[src/rtl/ram_arb_pkg.sv]
// Shared types and constants for the RAM port arbiter: FSM states, the
// read-return tag carried down the latency pipeline, and the word size.
package ram_arb_pkg;

    typedef enum logic [0:0] {
        IDLE = 1'b0,
        FILL = 1'b1
    } arb_state_t;

    typedef struct packed {
        logic valid;
        logic isFill;
        logic isLast;
    } rd_tag_t;

    localparam int unsigned WORD_BYTES = 32'd4;

    function automatic rd_tag_t makeTag(input logic valid, input logic isFill, input logic isLast);
        rd_tag_t tag;
        tag.valid  = valid;
        tag.isFill = isFill;
        tag.isLast = isLast;
        return tag;
    endfunction

endpackage

[src/rtl/ram_arb_rd_pipe.sv]
// Depth-stage shift register of read-return tags; a tag issued with an
// address emerges on tagOut exactly Depth cycles later, when RAMOut is valid.
module ram_arb_rd_pipe
    import ram_arb_pkg::*;
#(
    parameter int Depth = 1
) (
    input  logic    clock,
    input  logic    reset,
    input  rd_tag_t tagIn,
    output rd_tag_t tagOut,
    output logic    anyValid
);

    rd_tag_t stage_r [Depth];

    // Tag shift chain; reset flushes every in-flight return
    always_ff @(posedge clock or negedge reset) begin
        if (!reset) begin
            for (int i = 0; i < Depth; i++) begin
                stage_r[i] <= '0;
            end
        end else begin
            stage_r[0] <= tagIn;
            for (int i = 1; i < Depth; i++) begin
                stage_r[i] <= stage_r[i-1];
            end
        end
    end

    // Any outstanding read keeps the arbiter busy
    always_comb begin
        anyValid = 1'b0;
        for (int i = 0; i < Depth; i++) begin
            anyValid = anyValid | stage_r[i].valid;
        end
    end

    assign tagOut = stage_r[Depth-1];

endmodule

[src/rtl/ram_port_arbiter.sv]
// Request/grant scheduler sharing one RAM port between the I-cache burst fill
// engine and the load/store path, with a fixed RAM read latency.
module ram_port_arbiter
    import ram_arb_pkg::*;
#(
    parameter int dataW       = 32,
    parameter int RAMAddrSize = 32,
    parameter int BurstLen    = 32,
    parameter int ReadLatency = 0,
    parameter int MaxDataRun  = 4
) (
    input  logic                   clock,
    input  logic                   reset,
    input  logic                   FillReq,
    input  logic [RAMAddrSize-1:0] FillAddr,
    output logic                   FillGnt,
    output logic [dataW-1:0]       FillData,
    output logic                   FillValid,
    output logic                   FillLast,
    input  logic                   DReq,
    input  logic                   DWrite,
    input  logic [RAMAddrSize-1:0] DAddr,
    input  logic [dataW-1:0]       DWData,
    output logic                   DGnt,
    output logic [dataW-1:0]       DRData,
    output logic                   DRValid,
    output logic [RAMAddrSize-1:0] RAMAddr,
    output logic [dataW-1:0]       RAMDataIn,
    output logic                   RAMWriteControl,
    input  logic [dataW-1:0]       RAMOut,
    output logic                   Busy
);

    localparam int BeatW = $clog2(BurstLen);
    localparam int RunW  = $clog2(MaxDataRun + 1);
    localparam logic [BeatW-1:0]       LastBeat  = BeatW'(BurstLen - 1);
    localparam logic [RunW-1:0]        RunLimit  = RunW'(MaxDataRun);
    localparam logic [RAMAddrSize-1:0] AlignMask = ~RAMAddrSize'(WORD_BYTES - 32'd1);

    arb_state_t             state_r;
    logic [BeatW-1:0]       beat_r;
    logic [RunW-1:0]        runCnt_r;
    logic [RAMAddrSize-1:0] base_r;

    logic                   grantData_s;
    logic                   grantFill_s;
    logic                   fillBeat_s;
    logic                   lastBeat_s;
    logic [RAMAddrSize-1:0] beatOffset_s;
    logic [RAMAddrSize-1:0] issueAddr_s;
    logic [dataW-1:0]       issueWData_s;
    logic                   issueWrite_s;
    rd_tag_t                issueTag_s;
    rd_tag_t                retTag_s;
    logic                   pipeBusy_s;

    assign fillBeat_s   = (state_r == FILL);
    assign lastBeat_s   = fillBeat_s && (beat_r == LastBeat);
    assign beatOffset_s = RAMAddrSize'(beat_r) * RAMAddrSize'(WORD_BYTES);

    // IDLE arbitration: data wins unless it has starved a pending fill for MaxDataRun grants
    always_comb begin
        grantData_s = 1'b0;
        grantFill_s = 1'b0;
        if (state_r == IDLE) begin
            if (DReq && !(FillReq && (runCnt_r == RunLimit))) begin
                grantData_s = 1'b1;
            end else if (FillReq) begin
                grantFill_s = 1'b1;
            end else begin
                grantData_s = 1'b0;
            end
        end else begin
            grantFill_s = 1'b0;
        end
    end

    // RAM command mux for the single access issued this cycle
    always_comb begin
        issueAddr_s  = '0;
        issueWData_s = '0;
        issueWrite_s = 1'b0;
        if (grantData_s) begin
            issueAddr_s  = DAddr;
            issueWData_s = DWData;
            issueWrite_s = DWrite;
        end else if (grantFill_s) begin
            issueAddr_s = FillAddr & AlignMask;
        end else if (fillBeat_s) begin
            issueAddr_s = base_r + beatOffset_s;
        end else begin
            issueAddr_s = '0;
        end
    end

    assign issueTag_s = makeTag((grantData_s && !DWrite) || grantFill_s || fillBeat_s,
                                grantFill_s || fillBeat_s,
                                lastBeat_s);

    // Scheduler state, burst beat counter, data-run counter and burst base
    always_ff @(posedge clock or negedge reset) begin
        if (!reset) begin
            state_r  <= IDLE;
            beat_r   <= '0;
            runCnt_r <= '0;
            base_r   <= '0;
        end else begin
            case (state_r)
                IDLE: begin
                    if (grantFill_s) begin
                        state_r  <= FILL;
                        beat_r   <= BeatW'(1);
                        runCnt_r <= '0;
                        base_r   <= FillAddr & AlignMask;
                    end else if (grantData_s) begin
                        if (!FillReq) begin
                            runCnt_r <= '0;
                        end else if (runCnt_r != RunLimit) begin
                            runCnt_r <= runCnt_r + RunW'(1);
                        end else begin
                            runCnt_r <= runCnt_r;
                        end
                    end else begin
                        runCnt_r <= runCnt_r;
                    end
                end
                FILL: begin
                    if (beat_r == LastBeat) begin
                        state_r <= IDLE;
                        beat_r  <= '0;
                    end else begin
                        beat_r <= beat_r + BeatW'(1);
                    end
                end
                default: begin
                    state_r <= IDLE;
                    beat_r  <= '0;
                end
            endcase
        end
    end

    generate
        if (ReadLatency == 0) begin : g_comb
            assign retTag_s   = issueTag_s;
            assign pipeBusy_s = 1'b0;
        end else begin : g_pipe
            ram_arb_rd_pipe #(.Depth(ReadLatency)) u_rdPipe (
                .clock   (clock),
                .reset   (reset),
                .tagIn   (issueTag_s),
                .tagOut  (retTag_s),
                .anyValid(pipeBusy_s)
            );
        end
    endgenerate

    // Outputs are forced low while reset is held, even for combinational paths
    assign FillGnt         = reset & grantFill_s;
    assign DGnt            = reset & grantData_s;
    assign RAMAddr         = reset ? issueAddr_s : '0;
    assign RAMDataIn       = reset ? issueWData_s : '0;
    assign RAMWriteControl = reset & issueWrite_s;
    assign FillValid       = reset & retTag_s.valid & retTag_s.isFill;
    assign FillLast        = FillValid & retTag_s.isLast;
    assign DRValid         = reset & retTag_s.valid & ~retTag_s.isFill;
    assign FillData        = FillValid ? RAMOut : '0;
    assign DRData          = DRValid ? RAMOut : '0;
    assign Busy            = reset & (fillBeat_s | pipeBusy_s);

endmodule

[config.mk]
export PLATFORM = sky130hd
export DESIGN_NAME = ram_port_arbiter
export DESIGN_NICKNAME = d
export VERILOG_FILES = /design/src/rtl/ram_arb_pkg.sv /design/src/rtl/ram_arb_rd_pipe.sv /design/src/rtl/ram_port_arbiter.sv
export SDC_FILE = /design/constraint.sdc
export NUM_CORES = 1
export LEC_CHECK = 0
export ABC_AREA = 1
export CORE_UTILIZATION = 39
export CTS_CLUSTER_DIAMETER = 150
export DETAILED_ROUTE_END_ITERATION = 12
export HOLD_SLACK_MARGIN = 0.08
export PLACE_DENSITY_LB_ADDON = 0.05
export RECOVER_POWER = 25
export SYNTH_ARGS = -nofsm -noshare
export SYNTH_HDL_FRONTEND = slang
export SYNTH_SLANG_ARGS = --single-unit
[constraint.sdc]
create_clock -name clock -period 3.3 [get_ports clock]
set_input_delay 0.495 -clock clock [delete_from_list [all_inputs] [get_ports clock]]
set_output_delay 0.495 -clock clock [all_outputs]
set_load 0.01 [all_outputs]
==> impl_metrics.toml, run 1 <==
[run_status]
run_status = "finished, final reports clean"

[cells_and_area]
utilization_after_layout_pct = 70.90
final_nets = 1134
layout-drive-gt1-share_pct = 5.247
area_taken_by_multi_input_logic_gates_um2 = 2465
fill_cells = 835
stdcell_area_um2 = 6994
layout.cells.non_filler = 1125
areaGrowthSynthToFinish_pct = 75.13
area.sequential_um2 = 975.9

[timing]
slew_viol_final = 0
clock_skew_ns = 0.01270
worstMarginPinSlew_ns = 1.188
unrepaired_setup_endpoints_after_global_routing = "false"
period_needed_ns = 3.189
relSlewSlack_pct = 20.82
setup_viol = 0
fmaxAchievable_ghz = 0.3136
final_min_period_over_clock_period_pct = 96.64
timing.final.hold_violations = 0
final.setup.tns_ns = 0

[logic_synthesis]
synth_top_cell_by_area = "sky130_fd_sc_hd__dfrtp_1"
yosysUniqueCellTypes = 30
synth_seq_cells = 39
yosysWarningCount = 0
synthCells = 729
synth_fp_nets = 872
synthTopCellsByArea = "sky130_fd_sc_hd__dfrtp_1 (24%), sky130_fd_sc_hd__nand2_1 (21%), sky130_fd_sc_hd__nor2_1 (13%), sky130_fd_sc_hd__inv_1 (10%), sky130_fd_sc_hd__nand3_1 (8.0%)"
synth_async_sr_flop_share_pct = 100.0
netlist_area_um2 = 3994
post-synth-top-area-fraction_pct = 24.44
number_of_flops_mapped_to_enable_cells_by_yosys = 0
synth.avg_cell_area_um2 = 5.479
yosysSeqAreaShare_pct = 24.44
yosys_most_used_dff = "sky130_fd_sc_hd__dfrtp_1"

[route]
total_drc_errors_in_the_routed_layout = 0
drtPass1Iterations = 6
final_antenna_net_count = 0
met2WireLength_mm = 7.854
met3RoutedLength_mm = 1.794
met1Wirelength_mm = 7.537
route.final.wire_length_mm = 17.41
wire_per_inst_um = 15.48
route.vias.total = 5595
viasPerCell = 4.973
drt_first_iter_violations = 261
dr.max_layer_used = "met5"

[worst_setup_path]
worst-path-max-fanout = 7
r2r.worst_path.cells = 8
worst_ep_required_time_ns = 2.80
worst_r2r_endpoint = "runCnt_r[2]"
r2r-start = "runCnt_r[0]"
cp.arrival_ns = 2.69
worst-r2r-setup-slack_ns = 1.61
crit_path_end_kind = "output port"
path_class = "reg2out"
startpoint_kind_of_the_worst_setup_timing_path = "register"

[floorplan]
design.die.area_um2 = 10650
core_region_area_um2 = 9864
floorplan.io_pins = 268
die_y_um = 103.2
floorplan.initialDensity_pct = 40.49
num_rows = 36
floorplan.die.width_um = 103.2

[hold_path]
worst_hold_path_type = "in2async"

[place]
detailed_place.area_um2 = 6797
numPlacedInstances = 1110
port_buffers = 265
detailedPlacementHpwl_mm = 13.91
gpl.final_weighted_congestion = 0.9791

[clocking]
source_to_sink_clock_delay_at_the_later_pin_of_the_worst_skew_pair_ns = 0.31
h-tree-depth = 2
cts_tree = "yes"
numCtsBuffers = 5
cts_buffer_depth = 2
clk_pin_slew_ns = 0.09
clock-root-buffer = "sky130_fd_sc_hd__clkbuf_8"
cts_num_sinks = 39

[global_route]
grt_max_degree = 49
grt_util_all_layers_pct = 31.85
antenna_found_initial = 3
grt_overflow = 0
wire_length_of_the_first_global_routing_pass_mm = 25.42
grt_pass1_vias = 4998

[pwr]
total_leakage_power_uw = 0.003316
power.density_nw_per_um2 = 527.1
ir_worst_vdd_mv = 0.3504

[job]
maxCapViolations = 0
## power breakdown
group / switching, uW / leakage, uW / internal, uW
Clock: 191 / 0.0000440 / 145
Combinational: 1300 / 0.00280 / 1090
Sequential: 258 / 0.000476 / 708
Total: 1750 / 0.00332 / 1940
## state kept, by name (all words and copies together), names as in the netlist
signal	count
beat_r	5
fillBeat_s	1
runCnt_r	3
base_r	30
## synth_stat cells (2+ instances only)
master,count
sky130_fd_sc_hd__nor2_2,3
sky130_fd_sc_hd__inv_1,110
sky130_fd_sc_hd__nand4_1,5
sky130_fd_sc_hd__buf_2,10
sky130_fd_sc_hd__ha_1,9
sky130_fd_sc_hd__buf_6,4
sky130_fd_sc_hd__o22ai_1,2
sky130_fd_sc_hd__or2_2,3
sky130_fd_sc_hd__a21oi_1,22
sky130_fd_sc_hd__clkbuf_1,14
sky130_fd_sc_hd__nor2_1,141
sky130_fd_sc_hd__nand2_1,220
sky130_fd_sc_hd__nand3_1,64
sky130_fd_sc_hd__dfrtp_1,39
sky130_fd_sc_hd__buf_1,3
sky130_fd_sc_hd__o21ai_0,50
sky130_fd_sc_hd__inv_2,5
sky130_fd_sc_hd__nor2_4,2
sky130_fd_sc_hd__buf_4,3
sky130_fd_sc_hd__and2_1,3
sky130_fd_sc_hd__a31oi_1,8
## layout make-up
| type | instances | area share, % |
|---|---|---|
| multi-input cells | 541 | 35.24 |
| clock buffers | 5 | 0.9839 |
| diodes | 1 | 0.03578 |
| flip-flops and latches | 39 | 13.95 |
| repair buffers | 289 | 41.00 |
| well taps | 133 | 2.379 |
| clock inverters | 2 | 0.1968 |
| inverters | 115 | 6.208 |
## cell usage in the layout (no fill, tap or decap), types with 2 or more instances in the layout
master,netlist,routed
sky130_fd_sc_hd__clkdlybuf4s50_1,0,255
sky130_fd_sc_hd__nand2_1,220,217
sky130_fd_sc_hd__nor2_1,141,140
sky130_fd_sc_hd__inv_1,110,110
sky130_fd_sc_hd__nand3_1,64,64
sky130_fd_sc_hd__o21ai_0,50,49
sky130_fd_sc_hd__dfrtp_1,39,39
sky130_fd_sc_hd__a21oi_1,22,22
sky130_fd_sc_hd__buf_4,3,18
sky130_fd_sc_hd__a31oi_1,8,8
sky130_fd_sc_hd__ha_1,9,7
sky130_fd_sc_hd__dlymetal6s2s_1,0,6
sky130_fd_sc_hd__nand4_1,5,5
sky130_fd_sc_hd__clkbuf_8,0,5
sky130_fd_sc_hd__inv_2,5,4
sky130_fd_sc_hd__nor2_4,2,3
sky130_fd_sc_hd__nor2_2,3,3
sky130_fd_sc_hd__and2_1,3,3
sky130_fd_sc_hd__or2_2,3,3
sky130_fd_sc_hd__clkbuf_1,14,3
sky130_fd_sc_hd__dlygate4sd2_1,0,3
sky130_fd_sc_hd__buf_12,0,3
sky130_fd_sc_hd__nand2_2,0,2
sky130_fd_sc_hd__o21ai_2,1,2
sky130_fd_sc_hd__o22ai_1,2,2
sky130_fd_sc_hd__ha_4,0,2
## how the worst max path moves through the flow
stage | from | to | cells past startpoint
global placement | beat_r[0] | RAMAddr[24] | 14
global route | beat_r[2] | RAMAddr[15] | 11
floorplan | beat_r[0] | RAMAddr[8] | 11
detailed placement | beat_r[0] | RAMAddr[24] | 14
CTS | beat_r[0] | RAMAddr[26] | 13
finish | beat_r[0] | RAMAddr[16] | 11
## per-layer routing
metal	vias up	GRT usage (%)
met4	4	6.176
li1	2764	-
met3	19	8.468
met5	-	0
met2	277	50.26
met1	2531	44.08
## logic make-up after synthesis
kind of cell	Yosys count	share of synthesized area, %
AOI/OAI and AO/OA	87	11.62
xor gates and xnor gates	2	0.4387
adders and majority gates	10	3.321
buffers and inverters	149	15.35
DFF	39	24.44
and+or+nand+nor	442	44.83
## metrics by stage
step                hold WS, ns  total power (uW)  worst slack (ns)
floorplan                0.1994              2226            0.9243
global placement         0.4746              3204            0.1171
detailed placement       0.4752              3269            0.1144
CTS                      0.2461              3617          0.002369
global route             0.3006              4024          0.002372
finish                   0.2815              3687            0.1109
## repair_timing
action	in CTS	in global routing
hold buffers	0	0
setup endpoints to repair	7	24
buffers inserted	3	4
gates resized for setup	8	13
cloned	0	0
pin swaps	2	4
## critical path, stage by stage, from the launching register on
cell,delay (ns)
sky130_fd_sc_hd__dfrtp_1,0.38
sky130_fd_sc_hd__ha_1,0.18
sky130_fd_sc_hd__inv_1,0.05
sky130_fd_sc_hd__fa_1,0.42
sky130_fd_sc_hd__inv_1,0.10
sky130_fd_sc_hd__nand3_1,0.15
sky130_fd_sc_hd__nand2_4,0.16
sky130_fd_sc_hd__nand2_1,0.06
sky130_fd_sc_hd__nand2_1,0.06
sky130_fd_sc_hd__nand3_1,0.08
sky130_fd_sc_hd__a21oi_1,0.18
sky130_fd_sc_hd__clkdlybuf4s50_1,0.56
(Power assumes the default switching activity.)
==> inputs of run 2 (changes only) <==
--- a/config.mk
+++ b/config.mk
@@ -6,7 +6,9 @@
 export NUM_CORES = 1
 export LEC_CHECK = 0
 export ABC_AREA = 1
+export CORE_MARGIN = 2
 export CORE_UTILIZATION = 39
+export CTS_BUF_LIST = sky130_fd_sc_hd__clkbuf_8
 export CTS_CLUSTER_DIAMETER = 150
 export DETAILED_ROUTE_END_ITERATION = 12
 export HOLD_SLACK_MARGIN = 0.08
==> run 2 against run 1 <==
  * Maximum frequency up 2.3%
  * First-iteration DRC count up 37%
  * Power up 0.14%
  * Sequential share of layout area about the same
  * Non-clock buffer count down 2
  * Cell count down 0.18%
  * Wire length down 5.3%
  * Utilization up 0.22 points
  * Combinational power down 3%
  * Flip-flop and latch count unchanged
  * Die area up 3.9%
  * Sequential power down 2.2%
  * Critical path type unchanged
  * Largest cell class unchanged
==> impl_metrics.toml, run 2 (same netlist as run 1, synthesis figures left out) <==
[pwr]
total_leakage_power_uw = 0.003398
power.density_nw_per_um2 = 526.2
ir_worst_vdd_mv = 0.5553
final_power_uw = 3692

[timing]
clock_skew_ns = 0.008267
timing.final.hold_violations = 0
worstMarginPinSlew_ns = 0.8677
setup_viol = 0
final.setup.tns_ns = 0
relSlewSlack_pct = 42.15
fmaxAchievable_ghz = 0.3208
slew_viol_final = 0
final_min_period_over_clock_period_pct = 94.45
unrepaired_setup_endpoints_after_global_routing = "false"
period_needed_ns = 3.117

[cells_and_area]
mostFrequentLayoutCells = "sky130_fd_sc_hd__clkdlybuf4s50_1 (250), sky130_fd_sc_hd__nand2_1 (217), sky130_fd_sc_hd__nor2_1 (141)"
antenna_diode_count = 0
flip_flop_count_of_the_largest_register_all_copies_and_words_added = 30
final_nets = 1132
register_with_the_most_flip_flops = "base_r"
areaGrowthSynthToFinish_pct = 75.66
largestRegisters = "base_r x30, beat_r x5, runCnt_r x3"
layout-drive-gt1-share_pct = 5.354
final_common_cell = "sky130_fd_sc_hd__clkdlybuf4s50_1"

[route]
total_drc_errors_in_the_routed_layout = 0
viasPerCell = 4.841
route.vias.total = 5437
drt_first_iter_violations = 357
final_antenna_net_count = 0
drtPass1Iterations = 5
wire_per_inst_um = 14.68
route.final.wire_length_mm = 16.49

[clocking]
h-tree-depth = 2
cts_num_sinks = 39
source_to_sink_clock_delay_at_the_later_pin_of_the_worst_skew_pair_ns = 0.30
numCtsBuffers = 5
clock-root-buffer = "sky130_fd_sc_hd__clkbuf_8"
clk_pin_slew_ns = 0.08
cts_buffer_depth = 2
holdBufCountCts = 0
cts_tree = "yes"

[run_status]
run_status = "finished, final reports clean"

[floorplan]
num_rows = 36
die_y_um = 105.2
core_region_area_um2 = 9864
design.die.area_um2 = 11070
floorplan.io_pins = 268
floorplan.initialDensity_pct = 40.49
floorplan.die.width_um = 105.2

[global_route]
grt_pass1_vias = 4991
grt_max_degree = 49
antenna_found_initial = 0
grt_overflow = 0
grt_util_all_layers_pct = 28.94
wire_length_of_the_first_global_routing_pass_mm = 25.59

[place]
port_buffers = 265
detailedPlacementHpwl_mm = 13.27
gpl.final_weighted_congestion = 0.9598

[worst_setup_path]
worst-path-max-fanout = 7
cp_cell_sequence = "ha_1 -> inv_1 -> fa_1 -> inv_1 -> nand3_1 -> nand2_4 -> nand2_1 -> nand2_1 -> nand3_1 -> a21oi_1 -> clkdlybuf4s50_1"
startpoint_kind_of_the_worst_setup_timing_path = "register"
max_stage_delay_ns = 0.55
critical_path_slowest_stage_cell = "sky130_fd_sc_hd__clkdlybuf4s50_1"
cp_num_buf_inv = 3
path_class = "reg2out"
crit_path_end_kind = "output port"
worst_ep_required_time_ns = 2.80
cp.arrival_ns = 2.62
cpLargestDelayFamily = "buffers and inverters"

[hold_path]
worst_hold_path_type = "in2async"

[job]
maxCapViolations = 0
==> run 2: changes by cell type in the layout (fill, tap and decap cells not counted), sizes merged <==
| cell | before | now |
|---|---|---|
| diode | 1 | 0 |
| clkdlybuf4s50 | 255 | 250 |
| bufinv | 0 | 1 |
| dlymetal6s2s | 6 | 11 |
| dlygate4sd2 | 3 | 2 |
| clkinv | 2 | 1 |
==> run 2: per-layer routing <==
metal	track usage [%]	share of wire (%)	routed length, um
met5	0	0	0
met4	10.29	2.9	482
met3	5.864	6.7	1098
met2	51.43	50	8267
met1	34.28	40	6638
==> run 2: per-stage QoR <==
stage	instances	hold WS [ns]	cell area (um^2)	worst slack, ns	util (%)
after floorplan	729	0.1994	3994	0.9243	-
after global placement	1108	0.4734	6782	0.1617	68.75
after detailed placement	1108	0.4839	6782	0.1455	68.75
after CTS	1118	0.2856	6920	0.04239	70.15
after global routing	1123	0.3364	7015	0.004786	71.12
final	1123	0.3105	7015	0.1831	71.12
==> run 2: where the power goes <==
| group | switching [uW] | total (uW) | internal [uW] |
|---|---|---|---|
| Clock | 178 | 422 | 245 |
| Sequential | 236 | 945 | 709 |
| Combinational | 1260 | 2320 | 1060 |
| Total | 1670 | 3690 | 2020 |
==> run 2: repair_timing <==
item | CTS | global route
setup buffers | 2 | 5
setup endpoints to repair | 5 | 21
gates resized for setup | 7 | 20
pin swaps | 2 | 3
==> run 2: path summary, 6_finish.rpt <==
check	start	to	slack, ns	cells past startpoint
worst max-delay path	beat_r[0]	RAMAddr[28]	0.18	11
worst min-delay path	reset	base_r[27]	0.31	2
worst max register to register	runCnt_r[0]	base_r[12]	1.69	9
worst min register to register	base_r[2]	base_r[2]	0.50	2
max in group asynchronous	reset	base_r[14]	1.83	3
min in group clock	base_r[2]	base_r[2]	0.50	2
==> run 2: area by class of cell <==
type | count | area [um^2]
timing repair buffer | 287 | 2865
clock inverter | 2 | 35.03
multi-input combinational | 541 | 2459
sequential | 39 | 975.9
tap | 133 | 166.4
inverter | 115 | 431.7
fill | 829 | 2849
clock buffer | 6 | 82.58
